[src/rtl/fifo_sync_param.sv]
`default_nettype none
// ============================================================================
//  Module   : fifo_sync_param
//  Synchronous FIFO with watermarks, occupancy count and optional FWFT read.
//  Revision : 1.0
// ============================================================================
module fifo_sync_param #(
    parameter int DATA_WIDTH = 8,
    parameter int DEPTH      = 16,
    parameter int AFULL_LVL  = 12,
    parameter int AEMPTY_LVL = 4,
    parameter int FWFT       = 0
) (
    input  logic                      clk,
    input  logic                      rst_n,
    input  logic                      wr_n,
    input  logic                      rd_n,
    input  logic [DATA_WIDTH-1:0]     data_in,
    output logic [DATA_WIDTH-1:0]     data_out,
    output logic                      full,
    output logic                      empty,
    output logic                      almost_full,
    output logic                      almost_empty,
    output logic                      over_flow,
    output logic                      under_flow,
    output logic [$clog2(DEPTH):0]    fifo_count
);

    localparam int AW = $clog2(DEPTH);
    localparam int CW = AW + 1;
    localparam logic [CW-1:0] c_DEPTH  = CW'(DEPTH);
    localparam logic [CW-1:0] c_AFULL  = CW'(AFULL_LVL);
    localparam logic [CW-1:0] c_AEMPTY = CW'(AEMPTY_LVL);

    logic [DATA_WIDTH-1:0] r_mem [DEPTH];
    logic [AW-1:0]         r_wr_ptr;
    logic [AW-1:0]         r_rd_ptr;
    logic [CW-1:0]         r_count;
    logic                  r_over;
    logic                  r_under;

    logic w_wr;
    logic w_rd;
    logic w_full;
    logic w_empty;
    logic w_wr_acc;
    logic w_rd_acc;

    assign w_wr    = ~wr_n;
    assign w_rd    = ~rd_n;
    assign w_full  = (r_count == c_DEPTH);
    assign w_empty = (r_count == '0);

    // A write into a full FIFO is still taken when a read frees the slot on the same edge.
    assign w_wr_acc = w_wr & (~w_full | w_rd);
    assign w_rd_acc = w_rd & ~w_empty;

    always_ff @(posedge clk) begin
        if (w_wr_acc && rst_n) begin
            r_mem[r_wr_ptr] <= data_in;
        end
    end

    always_ff @(posedge clk or negedge rst_n) begin
        if (!rst_n) begin
            r_wr_ptr <= '0;
            r_rd_ptr <= '0;
            r_count  <= '0;
            r_over   <= 1'b0;
            r_under  <= 1'b0;
        end else begin
            if (w_wr_acc) begin
                r_wr_ptr <= r_wr_ptr + AW'(1);
            end
            if (w_rd_acc) begin
                r_rd_ptr <= r_rd_ptr + AW'(1);
            end
            r_count <= r_count + CW'(w_wr_acc) - CW'(w_rd_acc);
            r_over  <= w_wr & w_full & ~w_rd;
            r_under <= w_rd & w_empty;
        end
    end

    generate
        if (FWFT != 0) begin : g_fwft
            assign data_out = r_mem[r_rd_ptr];
        end else begin : g_reg_read
            logic [DATA_WIDTH-1:0] r_dout;
            always_ff @(posedge clk or negedge rst_n) begin
                if (!rst_n) begin
                    r_dout <= '0;
                end else if (w_rd_acc) begin
                    r_dout <= r_mem[r_rd_ptr];
                end
            end
            assign data_out = r_dout;
        end
    endgenerate

    assign full         = w_full;
    assign empty        = w_empty;
    assign almost_full  = (r_count >= c_AFULL);
    assign almost_empty = (r_count <= c_AEMPTY);
    assign over_flow    = r_over;
    assign under_flow   = r_under;
    assign fifo_count   = r_count;

endmodule
`default_nettype wire

[config.mk]
export PLATFORM = sky130hd
export DESIGN_NAME = fifo_sync_param
export DESIGN_NICKNAME = d
export VERILOG_FILES = /design/src/rtl/fifo_sync_param.sv
export SDC_FILE = /design/constraint.sdc
export NUM_CORES = 1
export LEC_CHECK = 0
export ABC_AREA = 1
export CAP_MARGIN = 20
export CORE_AREA = 2 2 143 145
export CTS_BUF_LIST = sky130_fd_sc_hd__clkbuf_16
export DETAILED_ROUTE_END_ITERATION = 6
export DIE_AREA = 0 0 145 147
export PLACE_DENSITY_LB_ADDON = 0.12
export SETUP_SLACK_MARGIN = 0.05
export SLEW_MARGIN = 20
export SYNTH_ARGS = -nofsm -noshare
export SYNTH_HDL_FRONTEND = slang
export SYNTH_SLANG_ARGS = --single-unit
[constraint.sdc]
create_clock -name clk -period 4.4 [get_ports clk]
set_clock_uncertainty 0.15 [all_clocks]
set_input_delay 0.44 -clock clk [delete_from_list [all_inputs] [get_ports clk]]
set_output_delay 0.44 -clock clk [all_outputs]
set_load 0.005 [all_outputs]
==> Yosys cells after proc, flatten, opt, wreduce, memory -nomap -nowiden <==
Memory sizes are Yosys's and may differ from the RTL's. A register that Yosys moved wholly into a read port is not among the register bits.
Index checks and enable logic that the tools add are counted.
{ "totals": {"ff_bits": 15, "output_inout_bits": 19, "mem_bits_rw": 128, "memories": 1} }
{ "memory_table": {"columns": ["name", "depth", "word_bits", "read_ports", "rd_clocked_by_memory_dff", "write_ports", "line_no", "source"], "rows": [
  ["r_mem", 16, 8, 1, 1, 1, "35", "logic [DATA_WIDTH-1:0] r_mem [DEPTH];"]
]} }
{ "classes": {"eq_ne": 1, "n_lt_le_gt_ge": 2, "reduce_logical": 3, "addsub": 4, "muxes": 2, "bitwise_logic": 10} }
{ "ops": {"columns": ["op", "count"], "rows": [
  ["adder 4 x 1 -> 4 bit (second input constant)", 2],
  ["adder 5 x 1 -> 5 bit", 1],
  ["AND 1 bit", 5],
  ["equality test 5 bit (second input constant)", 1],
  ["greater-or-equal comparator 5 x 4 -> 1 bit (second input constant)", 1],
  ["less-or-equal comparator 5 x 3 -> 1 bit (second input constant)", 1],
  ["logical NOT 5 bit", 1],
  ["subtractor 5 x 1 -> 5 bit", 1],
  ["inverter 1 bit", 4],
  ["two-way mux 1 bit", 2],
  ["logical AND 1 bit", 1],
  ["logical NOT 1 bit", 1],
  ["OR 1 bit", 1]
]} }

==> Longest topological paths before layout <==
Gate-level depths: netlist of the first run.
{ "logic_depth": {"word_depth": 7, "mapped_depth": 14} }

==> Worst setup path before layout of the first run <==
No wires, ideal clock.
{ "synth_timing": {"path_type": "flip-flop to flip-flop", "start": "register r_count[3], in the netlist fifo_count[3]", "end": "register r_count[4], in the netlist fifo_count[4]", "path_stages_with_launch": 15, "t_arrival_ps": 2454, "path_buffers": 1, "setup_ps": 79, "synth_period_minus_slack_ps": 2683, "slack_ps": 1717, "path_cell_list": "dfrtp_1 -> inv_1 -> ha_1 -> nand3_1 -> nand2_2 -> inv_2 -> buf_6 -> ha_1 -> inv_1 -> ha_1 -> fa_1 -> a21oi_1 -> nor2_1 -> nor2_1 -> xor2_1"} }
{ "synth_lines": {"columns": ["element", "line_no", "source"], "rows": [
  ["from (decl)", "38", "logic [CW-1:0] r_count;"],
  ["from (signal assigned)", "78", "r_count <= r_count + CW'(w_wr_acc) - CW'(w_rd_acc);"],
  ["logical NOT 5 bit", "52", "assign w_empty = (r_count == '0);"],
  ["inverter 1 bit", "56", "assign w_rd_acc = w_rd & ~w_empty;"],
  ["AND 1 bit", "56", null],
  ["via w_rd_acc", "47", "logic w_rd_acc;"],
  ["subtractor 5 x 1 -> 5 bit", "78", null]
]} }
The timed path passes the listed nets, and every way through them passes these cells.
A chain may end at the register's enable or synchronous reset.

==> Final worst setup path of the first run <==
{ "layout_timing": {"start": "register r_count[3], in the netlist fifo_count[3]", "end": "register r_count[4], in the netlist fifo_count[4]"} }
{ "layout_via": {"elab_chain_cells": 6} }
{ "layout_lines": {"columns": ["element", "line_no", "source"], "rows": [
  ["equality test 5 bit", "51", "assign w_full = (r_count == c_DEPTH);"],
  ["inverter 1 bit", "55", "assign w_wr_acc = w_wr & (~w_full | w_rd);"],
  ["OR 1 bit", "55", null],
  ["AND 1 bit", "55", null],
  ["adder 5 x 1 -> 5 bit", "78", null],
  ["subtractor 5 x 1 -> 5 bit (*)", "78", null]
]} }
Every way passes the cells marked *; elsewhere a longest branch is shown, timed or not.

==> results.md, run 1 <==
- Post-Syn Nets: 684
- Number of buffers added on ports: 30
- Number of maximum-capacitance violations: 0
- Largest net degree at the start of global routing: 67
- Fraction of final layout cells sized beyond drive strength 1: 0.0619
- Clock-pin slew on the worst setup and hold paths: 0.06 ns
- I/O pin cnt: 31
- Leakage power total: 0.00339 uW
- Overall global routing resource usage: 0.157
- R2R setup slack: 1.48 ns
- Wire length of the first global-routing pass: 25,100 um
- Total area of multi-input combinational cells: 1740 um2
- Synthesized area per cell: 10.3 um2
- Skew-Pair Late Insertion Delay: 0.42 ns
- Synth Flop Type: sky130_fd_sc_hd__edfxtp_1
- Critical Setup Path Class: reg -> reg
- CP Launch Point: fifo_count[3]
- Via count: 4,325
- Cells on worst reg2reg path: 13
- Library cell used as clock root buffer: sky130_fd_sc_hd__clkbuf_16
- Outcome: complete, no violations
- Gp weighted congestion: 0.817
- Total wire length: 15,700 um
- VDD IR-drop max: 0.000386 V
- Element type at the critical path end: register
- Core area: 19,800 um2
- Kind of path behind the tightest hold check: in -> async
- Remaining global-route overflow: 0
- CTS tree: built
- Post-synthesis register bit count: 151
- Post-route fraction of the period consumed by the critical path: 0.663
- Required time of the critical path: 4.60 ns
- Destination of the worst register-to-register timing path: fifo_count[4]
- Num CTS Buffers: 17
- Pwr/cell area: 631 nW/um2
- Antenna violations before repair: 0
- Number of hold buffers added after CTS: 0
- Die Area: 21,300 um2
- Count of cells resized by post-cts repair: 0
- Total inserted antenna cells: 0
- Final count of hold timing violations: 0
- Chip width: 145 um
- Die Y-Extent: 147 um
- Async S/R FF share, synth: 0.152
- Maximum fanout along the worst path: 13
- Sum of internal, switching and leakage power: 4960 uW
- Area taken by flip-flops and latches: 4420 um2
- Critical path cell sequence: inv_1 -> ha_1 -> nand3_1 -> nand2_2 -> inv_2 -> ha_1 -> inv_1 -> ha_1 -> fa_1 -> a21oi_1 -> nor2_1 -> nor2_1 -> xor2_1
- Starting DRC count in detailed routing: 251
- Via count of the first global-routing pass: 4,474
- Detail Placement HPWL: 10,000 um
- Highest attainable clock frequency: 343 MHz
- Final number of max-transition violations: 0
- Clock period minus final worst setup slack: 2.92 ns
- Setup Buffers After CTS: 0
- Critical path launch point type: register
- Worst-case clock buffer depth: 2
- Number of warnings printed during yosys synthesis: 0
- Layout area overhead: 16.0%
- Routed wire per std cell: 16.3 um
- FP Rows: 52
- Worst setup margin: 1.48 ns
- Endpoint of the worst setup timing path: fifo_count[4]
- Number of design rule violations left after detail routing: 0
- Number of nets with antenna violations after routing: 0
- Synth unique cells: 27
- Most used cell, CP: sky130_fd_sc_hd__ha_1
- CP peak stage delay: 0.42 ns
- CP arrival: 3.12 ns
- Fill cell total of the finished layout: 1,956
- Total iterations of the first detailed-routing run: 4
- Design Area, Final: 7860 um2
- Number of enable-type register cells in the synthesized netlist: 128
- Final setup TNS: 0 ns
- Post-Place Setup Slack: 1.37 ns
- Sinks on Clock Net: 151
- Synthesized area: 6770 um2
- Via density per instance: 4.48
- NumNets Final: 710
- H-tree depth: 4
- RSZ-0062 raised after global routing: no
- Effective utilization at floorplan: 0.341
- Actual slew at the worst max-slew pin: 0.851 ns
- Final setup violating endpoints: 0
- Area after DPL: 7260 um2
- Post-synthesis sequential area ratio: 0.653
- Mapped Cells: 656
- R2r startpoint: fifo_count[3]
- Crit path max-delay cell type: sky130_fd_sc_hd__dfrtp_1
- Slew Limit Headroom: 0.430
[registers in the layout, indices dropped and copies added (netlist names)]
| register | count |
|---|---|
| over_flow | 1 |
| r_wr_ptr | 4 |
| under_flow | 1 |
| data_out | 8 |
| fifo_count | 5 |
| r_rd_ptr | 4 |
| r_mem | 128 |
[per-layer routing]
metal | vias to the layer above | routed length [um] | GRT usage
met5 | - | 0 | 0
met3 | 26 | 377 | 0.0289
li1 | 2154 | - | -
met1 | 2088 | 7270 | 0.200
met4 | 0 | 480 | 0.0757
met2 | 57 | 7600 | 0.261
[worst min-delay path by stage]
stage | startpoint | end | slack [ns] | cells after the start
finish | rst_n | r_wr_ptr[3] | 0.15 | 1
detailed placement | data_out[2] | data_out[2] | 0.32 | 2
CTS | rst_n | r_wr_ptr[3] | 0.13 | 1
global placement | data_out[2] | data_out[2] | 0.33 | 2
floorplan | rst_n | data_out[0] | -0.006 | 0
global route | rst_n | r_wr_ptr[3] | 0.14 | 1
[metrics by stage]
step	hold slack, ns	utilization	std cells
6_report	0.148	0.396	965
3_3_place_gp	0.329	0.366	933
5_1_grt	0.141	0.396	965
4_1_cts	0.129	0.396	965
3_5_place_dp	0.318	0.366	933
2_1_floorplan	-0.00559	-	656
[worst max-delay path: cells and delay by family, from the launching register on]
family / cells / cell delay, ns
adder cells (fa/ha/maj): 4 / 1.09
AO/OA/AOI/OAI: 1 / 0.18
flip-flops: 1 / 0.42
XOR/XNOR: 1 / 0.15
buffers and inverters: 3 / 0.33
AND/OR/NAND/NOR: 4 / 0.53
[cell usage in the layout, fill, tap and decap left out, types with 2 or more instances in the layout]
cell type                           n
sky130_fd_sc_hd__a21oi_1            2
sky130_fd_sc_hd__buf_4              3
sky130_fd_sc_hd__clkbuf_16         21
sky130_fd_sc_hd__clkdlybuf4s50_1   30
sky130_fd_sc_hd__clkinv_1           4
sky130_fd_sc_hd__dfrtp_1           22
sky130_fd_sc_hd__edfxtp_1         128
sky130_fd_sc_hd__ha_1              15
sky130_fd_sc_hd__inv_1            111
sky130_fd_sc_hd__inv_2              7
sky130_fd_sc_hd__inv_4              3
sky130_fd_sc_hd__nand2_1          202
sky130_fd_sc_hd__nand2_2            2
sky130_fd_sc_hd__nand2_4            2
sky130_fd_sc_hd__nand3_1          103
sky130_fd_sc_hd__nor2_1            20
sky130_fd_sc_hd__nor2_2             2
sky130_fd_sc_hd__o21ai_0            2
sky130_fd_sc_hd__xor2_1             7
[area by class of cell]
type                       count  area share
clock inverter                11     0.00892
sequential                   151       0.563
multi-input combinational    364       0.222
inverter                     115      0.0556
timing repair buffer          33      0.0411
clock buffer                  21      0.0669
tap                          270      0.0430
[cell usage after synthesis (all sizes together) (2+ instances only)]
cell	number	area (um2)
a21oi	2	10.0
buf	24	169
clkbuf	2	7.51
clkinv	2	7.51
dfrtp	23	576
edfxtp	128	3840
ha	15	188
inv	113	427
nand2	206	793
nand3	103	515
nor2	22	87.6
o21ai	3	15.0
xor2	8	77.6
[kinds of logic (layout without fill, tap and decap cells)]
family                     count (synthesis)  count (layout)  share of synthesized area
DFF                                      151             151                      0.653
AOI/OAI and AO/OA                          7               7                    0.00665
xor gates and xnor gates                   9               9                     0.0128
adders and majority gates                 16              16                     0.0307
buffers and inverters                    141             180                     0.0902
and+or+nand+nor                          332             332                      0.207
[power breakdown]
group | total (uW) | leakage (uW) | switching [uW] | internal, uW
clock | 1450 | 0.000312 | 554 | 897
combinational | 1660 | 0.00165 | 1080 | 572
sequential | 1850 | 0.00143 | 127 | 1720
(Power assumes the default switching activity.)
==> run 2, diff against run 1 <==
clock period = 2.8 ns   (was 4.4 ns; I/O delays follow)
==> run 2 against run 1 <==
  * Highest routed layer unchanged
  * Via count decreased by 0.28%
  * Sequential power increased by 55%
  * Cell count increased by 2.5%
  * Clock power increased by 68%
  * Die area unchanged
  * Critical path depth unchanged
  * Worst hold slack improved by 0.13 ns
==> results.md, run 2 (synthesis results as in run 1) <==
- Outcome: complete, no violations (unchanged)
- Actual slew at the worst max-slew pin: 0.788 ns (was 0.851 ns)
- Highest attainable clock frequency: 394 MHz (was 343 MHz)
- Total area of multi-input combinational cells: 1740 um2 (about the same)
- NumNets Final: 734 (was 710)
- Effective utilization at floorplan: 0.341 (unchanged)
- Largest net degree at the start of global routing: 51 (was 67)
- GR Layer Usage met3: 0.0339 (was 0.0289)
- Critical path launch point type: register (unchanged)
- Number of nets with antenna violations after routing: 0 (unchanged)
- I/O pin cnt: 31 (unchanged)
- Area taken by flip-flops and latches: 4420 um2 (about the same)
- Gp weighted congestion: 0.782 (was 0.817)
- Number of flip-flops in the largest register: 128 (unchanged)
- Die Y-Extent: 147 um (unchanged)
- Slew Limit Headroom: 0.473 (was 0.430)
- Detail Placement HPWL: 9950 um (was 10,000 um)
- Commonest cells after routing, fill and taps aside: sky130_fd_sc_hd__nand2_1 (202), sky130_fd_sc_hd__edfxtp_1 (128), sky130_fd_sc_hd__inv_1 (109), sky130_fd_sc_hd__nand3_1 (103), sky130_fd_sc_hd__clkdlybuf4s50_1 (30) (was sky130_fd_sc_hd__nand2_1 (202), sky130_fd_sc_hd__edfxtp_1 (128), sky130_fd_sc_hd__inv_1 (111), sky130_fd_sc_hd__nand3_1 (103), sky130_fd_sc_hd__clkdlybuf4s50_1 (30))
- Met2 Usage GRT: 0.253 (was 0.261)
- Final Instance Count excl. Fillers: 989 (was 965)
- Sinks on Clock Net: 151 (unchanged)
- Number of design rule violations left after detail routing: 0 (unchanged)
- Maximum fanout along the worst path: 6 (was 13)
- Worst-case clock buffer depth: 2 (unchanged)
- Via count: 4,313 (was 4,325)
- Total inserted antenna cells: 0 (unchanged)
- Core area: 19,800 um2 (unchanged)
- Kind of path behind the tightest hold check: in -> reg (was in -> async)
- Final setup TNS: 0 ns (unchanged)
- Final number of max-transition violations: 0 (unchanged)
- Fill cell total of the finished layout: 1,941 (was 1,956)
- Antenna violations before repair: 0 (unchanged)
- Num CTS Buffers: 17 (unchanged)
- Pwr/cell area: 992 nW/um2 (was 631 nW/um2)
- H-tree depth: 4 (unchanged)
- Number of buffers added on ports: 30 (unchanged)
- Via density per instance: 4.36 (was 4.48)
- Most frequent standard cell in the layout excluding fill and tap cells: sky130_fd_sc_hd__nand2_1 (unchanged)
- Leakage power total: 0.00352 uW (was 0.00339 uW)
- Total wire length: 15,500 um (was 15,700 um)
- Number of maximum-capacitance violations: 0 (unchanged)
- Overall global routing resource usage: 0.152 (was 0.157)
- Critical Setup Path Class: reg -> reg (unchanged)
- Clock-pin slew on the worst setup and hold paths: 0.06 ns (about the same)
- R2r startpoint: fifo_count[2] (was fifo_count[3])
- Routed wire per std cell: 15.7 um (was 16.3 um)
- Layout area overhead: 19.5% (was 16.0%)
- Wire length of the first global-routing pass: 24,100 um (was 25,100 um)
- Register with the highest flop count: r_mem (unchanged)
- Total iterations of the first detailed-routing run: 4 (unchanged)
- Post-route fraction of the period consumed by the critical path: 0.907 (was 0.663)
- Via count of the first global-routing pass: 4,274 (was 4,474)
- Final count of hold timing violations: 0 (unchanged)
- CP arrival: 2.73 ns (was 3.12 ns)
- Area after DPL: 7430 um2 (was 7260 um2)
- Clock period minus final worst setup slack: 2.54 ns (was 2.92 ns)
- Global routing's busiest layer: met2 (unchanged)
- Startpoint of the worst hold path: wr_n
- VDD IR-drop max: 0.000456 V (was 0.000386 V)
- Skew-Pair Late Insertion Delay: 0.42 ns (about the same)
- CP Launch Point: fifo_count[2] (was fifo_count[3])
- RSZ-0062 raised after global routing: no (unchanged)
- Die Area: 21,300 um2 (unchanged)
- Element type at the critical path end: register (unchanged)
- Fraction of final layout cells sized beyond drive strength 1: 0.0987 (was 0.0619)
- Cell count after placement: 955 (was 933)
- Required time of the critical path: 2.99 ns (was 4.60 ns)
- Library cell used as clock root buffer: sky130_fd_sc_hd__clkbuf_16 (unchanged)
- Design Area, Final: 8090 um2 (was 7860 um2)
- Starting DRC count in detailed routing: 286 (was 251)
- Chip width: 145 um (unchanged)
- Sum of internal, switching and leakage power: 8020 uW (was 4960 uW)
- Routing usage on met1: 0.198 (was 0.200)
- FP Rows: 52 (unchanged)
- Final setup violating endpoints: 0 (unchanged)
- Remaining global-route overflow: 0 (unchanged)
- CTS tree: built (unchanged)
[run 2: area by class of cell]
| class | count | area share |
|---|---|---|
| sequential | 151 | 0.546 |
| clock inverter | 15 | 0.0260 |
| timing repair buffer | 57 | 0.0640 |
| clock buffer | 17 | 0.0526 |
| inverter | 115 | 0.0537 |
| multi-input combinational | 364 | 0.216 |
| tap | 270 | 0.0418 |
[run 2: worst paths after layout]
path,endpoint,slack (ns),cells after the start
worst min-delay path,over_flow,0.27,2
worst max register to register,fifo_count[4],0.26,13
max in group asynchronous,fifo_count[2],1.39,3
min in group asynchronous,r_wr_ptr[3],0.51,2
worst max-delay path,fifo_count[4],0.26,13
worst min register to register,data_out[5],0.33,2
[run 2: power by group]
group          switching (uW)  internal [uW]  leakage, uW
logic                    1730            984      0.00178
clock network             876           1570     0.000311
registers                 156           2700      0.00143
[run 2: metal layers]
| metal | up-vias | wire [um] | part of all wire |
|---|---|---|---|
| li1 | 2200 | - | - |
| met1 | 2035 | 7090 | 0.46 |
| met2 | 64 | 7640 | 0.49 |
| met3 | 14 | 550 | 0.036 |
| met4 | 0 | 210 | 0.014 |
| met5 | - | 0 | 0 |
[run 2: per-stage QoR]
stage / utilization / setup WS, ns / hold slack, ns
after floorplan: - / 0.117 / -0.166
after global placement: 0.375 / 0.190 / 0.323
after detailed placement: 0.375 / 0.159 / 0.315
after CTS: 0.407 / 0.140 / 0.256
after global routing: 0.408 / 0.0651 / 0.262
final: 0.408 / 0.261 / 0.274
[run 2: repair_timing]
action | CTS | global route
endpoints found under the hold margin | 2 | 0
gates resized for setup | 0 | 3
buffers inserted | 0 | 1
setup endpoints to repair | 0 | 1
hold buffers | 1 | 0
[run 2: critical path: stages (launching register included)]
cell	delay (ns)
sky130_fd_sc_hd__dfrtp_2	0.44
sky130_fd_sc_hd__inv_1	0.09
sky130_fd_sc_hd__ha_1	0.17
sky130_fd_sc_hd__nand3_1	0.14
sky130_fd_sc_hd__nand2_2	0.11
sky130_fd_sc_hd__inv_2	0.04
sky130_fd_sc_hd__ha_1	0.26
sky130_fd_sc_hd__inv_1	0.04
sky130_fd_sc_hd__ha_1	0.21
sky130_fd_sc_hd__fa_2	0.36
sky130_fd_sc_hd__a21oi_1	0.15
sky130_fd_sc_hd__nor2_1	0.05
sky130_fd_sc_hd__nor2_1	0.12
sky130_fd_sc_hd__xor2_1	0.15
